==> src/rtl/uart_rx_core.sv <==
// 8N1 UART receiver: synchronises the serial line, centre-samples each bit and
// presents good bytes with a one-cycle done strobe, or a one-cycle framing-error strobe.
module uart_rx_core #(
   parameter int unsigned CLKS_PER_BIT = 434
) (
   input  logic       CLK,
   input  logic       RSTn,
   input  logic       RX_En_Sig,
   input  logic       RX_Pin_In,
   output logic [7:0] RX_Data,
   output logic       RX_Done_Sig,
   output logic       RX_Err_Sig,
   output logic       RX_Busy
);

   localparam int unsigned BW = $clog2(CLKS_PER_BIT);
   localparam logic [BW-1:0] HALF_LAST = BW'(CLKS_PER_BIT / 2 - 1);
   localparam logic [BW-1:0] BIT_LAST  = BW'(CLKS_PER_BIT - 1);

   typedef enum logic [2:0] {
      S_IDLE,
      S_START,
      S_DATA,
      S_STOP,
      S_WAIT_IDLE
   } state_t;

   state_t          state_q;
   logic [1:0]      sync_q;
   logic [BW-1:0]   bcnt_q;
   logic [BW-1:0]   bcnt_d;
   logic [2:0]      bidx_q;
   logic [7:0]      sh_q;
   logic [7:0]      data_q;
   logic            done_q;
   logic            err_q;
   logic            busy_q;
   logic            rxs;

   // NOTE: the synchroniser resets to 1 (line idle level) so reset release never looks like a start bit.
   always_ff @(posedge CLK or negedge RSTn) begin
      if (!RSTn) begin
         sync_q <= 2'b11;
      end else begin
         sync_q <= {sync_q[0], RX_Pin_In};
      end
   end

   assign rxs    = sync_q[1];
   assign bcnt_d = bcnt_q + BW'(1);

   // NOTE: all state below updates with non-blocking assignments so every branch sees pre-edge values.
   always_ff @(posedge CLK or negedge RSTn) begin
      if (!RSTn) begin
         state_q <= S_IDLE;
         bcnt_q  <= '0;
         bidx_q  <= '0;
         sh_q    <= '0;
         data_q  <= '0;
         done_q  <= 1'b0;
         err_q   <= 1'b0;
         busy_q  <= 1'b0;
      end else begin
         done_q <= 1'b0;
         err_q  <= 1'b0;
         case (state_q)
            S_IDLE: begin
               if (RX_En_Sig && !rxs) begin
                  state_q <= S_START;
                  bcnt_q  <= '0;
                  busy_q  <= 1'b1;
               end
            end

            S_START: begin
               if (bcnt_q == HALF_LAST) begin
                  bcnt_q <= '0;
                  bidx_q <= '0;
                  if (!rxs) begin
                     state_q <= S_DATA;
                  end else begin
                     // Line back high at mid start bit: treat as noise.
                     state_q <= S_IDLE;
                     busy_q  <= 1'b0;
                  end
               end else begin
                  bcnt_q <= bcnt_d;
               end
            end

            S_DATA: begin
               if (bcnt_q == BIT_LAST) begin
                  sh_q   <= {rxs, sh_q[7:1]};
                  bcnt_q <= '0;
                  if (bidx_q == 3'd7) begin
                     state_q <= S_STOP;
                  end else begin
                     bidx_q <= bidx_q + 3'd1;
                  end
               end else begin
                  bcnt_q <= bcnt_d;
               end
            end

            S_STOP: begin
               if (bcnt_q == BIT_LAST) begin
                  bcnt_q <= '0;
                  if (rxs) begin
                     data_q  <= sh_q;
                     done_q  <= 1'b1;
                     state_q <= S_IDLE;
                     busy_q  <= 1'b0;
                  end else begin
                     err_q   <= 1'b1;
                     state_q <= S_WAIT_IDLE;
                  end
               end else begin
                  bcnt_q <= bcnt_d;
               end
            end

            S_WAIT_IDLE: begin
               // A held-low line (break) is reported once, then ignored until it idles.
               if (rxs) begin
                  state_q <= S_IDLE;
                  busy_q  <= 1'b0;
               end
            end

            default: begin
               state_q <= S_IDLE;
               bcnt_q  <= '0;
               busy_q  <= 1'b0;
            end
         endcase
      end
   end

   assign RX_Data     = data_q;
   assign RX_Done_Sig = done_q;
   assign RX_Err_Sig  = err_q;
   assign RX_Busy     = busy_q;

   a_strobes_exclusive: assert property (@(posedge CLK) disable iff (!RSTn)
      !(done_q && err_q));

   a_done_single: assert property (@(posedge CLK) disable iff (!RSTn)
      done_q |=> !done_q);

   a_err_single: assert property (@(posedge CLK) disable iff (!RSTn)
      err_q |=> !err_q);

endmodule

==> config.mk <==
export PLATFORM = sky130hd
export DESIGN_NAME = uart_rx_core
export DESIGN_NICKNAME = d
export VERILOG_FILES = /design/src/rtl/uart_rx_core.sv
export SDC_FILE = /design/constraint.sdc
export NUM_CORES = 1
export LEC_CHECK = 0
export CAP_MARGIN = 0
export CELL_PAD_IN_SITES_DETAIL_PLACEMENT = 0
export CELL_PAD_IN_SITES_GLOBAL_PLACEMENT = 1
export CORE_MARGIN = 3
export CORE_UTILIZATION = 45
export DETAILED_ROUTE_END_ITERATION = 12
export DONT_BUFFER_PORTS = 1
export PLACE_DENSITY = 0.74
export SYNTH_ARGS = -nofsm -noshare
export SYNTH_HDL_FRONTEND = slang
export SYNTH_SLANG_ARGS = --single-unit
==> constraint.sdc <==
create_clock -name CLK -period 2.9 [get_ports CLK]
set_input_delay 0.58 -clock CLK [delete_from_list [all_inputs] [get_ports CLK]]
set_output_delay 0.58 -clock CLK [all_outputs]
set_load 0.005 [all_outputs]
==> impl_metrics.ini <==
[outcome]
status = complete, no violations

[critical_path]
timing.rr.start = bcnt_q[0]
crit_start = bcnt_q[0]
path_max_fanout = 6
required_ns = 3.07
arrival_ns = 2.36
cp-end-kind = register
r2r_end = bidx_q[2]
setup.worst_path.start_class = register
rr_worst_depth = 6
reg2reg_slack_ns = 0.71
crit_path_end = bidx_q[2]
crit_type = register to register

[die]
core_area_um2 = 3470
rows = 21
die_h_um = 67.1
dieArea_um2 = 4500
ios = 15
start_util = 0.484
die_x_um = 67.1

[place]
numPlacedInstances = 193
place_congestion = 0.763
numPortBuffers = 0
dp_hpwl_um = 2250

[synth]
ys_ff_latch = 36
syn_area_per_cell_um2 = 11.1
synthesis.area_um2 = 1680
yosysWarnings = 0
synth_edf_count = 0
syn_inst = 151
syn_nets = 160
ys_top_cells_by_area = dfrtp_1, mux2_2, nand2_1
ys.flop_type = dfrtp_1
synth_top_cell_by_area = dfrtp_1
synth_top_area_frac = 0.506
synth.distinct_cells = 38
ys_seq_area_frac = 0.538
ys_async_sr_fraction = 1.00

[global_route]
met2_usage = 0.253
overflow = 0
grt_util_met1 = 0.223
grt_pass1_wl_um = 5500
grt_usage = 0.165
antenna_found_initial = 0
first_global_vias = 1161
grt-busiest-layer = met2
grtUsageMet3 = 0.0438
grt_max_degree = 35

[cts]
cts_root_buf = clkbuf_8
cts.path.max_buffers = 2
clk_latency_ns = 0.28
htree_levels = 2
cts_resized = 0
clock-sinks = 36
clk_pin_slew_worst_paths_ns = 0.07
cts_tree = built
cts_setup_buffers = 0
cts_made_buffers = 5

[drt]
drt-initial-drc-count = 68
via_per_inst = 5.62
drc = 0
ant_nets = 0
dr_total_vias = 1136
drt_first_pass_iters = 4
drt-total-wl_um = 3250
wl_per_cell_um = 16.1

[cells_and_area]
drive_gt1_frac = 0.192
final_nets = 164
antenna_cells = 0
syn_to_final_growth_pct = 9.46
stdcell_count = 202

[timing]
period_share = 0.755
setup_violations = 0
tns_ns = 0
drv_slew = 0
max_slew_margin = 0.607
hold_viol = 0
worst_slew_pin_slew_ns = 0.588
rsz0062_at_grt = no
max_freq_mhz = 457
skew_ns = 0.00403
post-route-min-period_ns = 2.19

[min_path]
hp-class = input pin to async pin

[flow_run]
max_cap_violations = 0

[power]
peakVddDrop_uv = 448
power_leakage_nw = 0.842
p_per_area_nw_per_um2 = 701
worst max-delay path, stage by stage, from the launching register on:
cell	delay [ns]
dfrtp_1	0.43
inv_1	0.08
ha_1	0.13
or4b_1	0.47
o32a_1	0.40
a211o_1	0.32
a22o_1	0.25
power breakdown:
group	internal, mW	switching (mW)	leakage, nW	total (mW)
Combinational	0.121	0.125	0.320	0.245
Sequential	0.570	0.111	0.478	0.681
Clock	0.193	0.170	0.0445	0.363
Total	0.884	0.406	0.842	1.29
cells in the mapped netlist, drive strengths merged, types with 2 or more instances:
master and count:
nor2b 4, a21boi 2, mux2 17, dfrtp 34, a21oi 5, nor3 6
inv 2, o21a 3, nor3b 3, dfstp 2, xnor2 2, a22o 2
nand2 20, nand3 5, o21ai 5, nand2b 2, clkbuf 3, ha 5
nor2 8, and2 2, buf 2, o22ai 4
area by class of cell:
cell class,instances,area (µm²)
Sequential cell,36,903
Tap cell,46,57.6
Inverter,2,7.51
Fill cell,331,1630
Multi-Input combinational cell,108,749
Timing Repair Buffer,2,27.5
Clock inverter,1,7.51
Clock buffer,7,86.3
layer usage:
metal	vias to the layer above	wire, µm
li1	548	-
met1	570	1560
met2	13	1550
met3	5	90
met4	0	45
met5	-	0
repair_timing:
action                                 4_1_cts  5_1_grt
hold buffers                                 1        0
setup endpoints to repair                    0        0
endpoints found under the hold margin       34        0
worst min path at each step:
| stage | cells past startpoint | startpoint | endpoint |
|---|---|---|---|
| finish | 1 | RSTn | bcnt_q[3] |
| floorplan | 0 | RSTn | RX_Busy |
| global route | 0 | RSTn | sync_q[0] |
| global placement | 0 | RSTn | bcnt_q[3] |
| detailed placement | 0 | RSTn | bidx_q[0] |
| CTS | 1 | RSTn | bcnt_q[7] |
cell families (layout without fill, tap and decap cells):
group	after synthesis	count (layout)	synth area share
xor gates and xnor gates	2	2	0.0104
AOI/OAI and AO/OA	28	28	0.112
buffers and inverters	7	12	0.0164
muxes	17	17	0.114
and+or+nand+nor	56	56	0.172
DFF	36	36	0.538
adders and majority gates	5	5	0.0372
metrics by stage:
step | utilization | hold WS (ns) | instance area, µm² | power, mW | worst slack (ns)
6_report | 0.530 | 0.125 | 1840 | 1.29 | 0.712
5_1_grt | 0.530 | 0.113 | 1840 | 1.38 | 0.614
4_1_cts | 0.530 | 0.125 | 1840 | 1.30 | 0.705
3_5_place_dp | 0.497 | 0.285 | 1730 | 0.925 | 0.714
3_3_place_gp | 0.497 | 0.286 | 1730 | 0.909 | 0.798
2_1_floorplan | - | 0.284 | 1680 | 0.859 | 0.853
registers in the layout, summed over array words and instances (netlist names):
signal and flops:
RX_Done_Sig 1, sh_q 8, RX_Data 8, RX_Busy 1
state_q 3, bcnt_q 9, bidx_q 3, sync_q 2
RX_Err_Sig 1
cells in the final DEF, fill, tap and decap left out, types with 2 or more instances in the layout:
master    instances
o21ai_1           2
and2_1            2
o21ai_0           3
nor2_1            8
mux2_2           17
nor2b_1           4
ha_1              5
xnor2_1           2
nand2b_1          2
nand3_1           5
nor3_1            6
dfrtp_1          34
a21oi_1           5
dfstp_2           2
nand2_1          20
o22ai_1           4
a22o_1            2
nor3b_1           3
o21a_1            3
clkbuf_8          6
inv_1             2
Note: power is estimated with default switching activity, not from simulation.
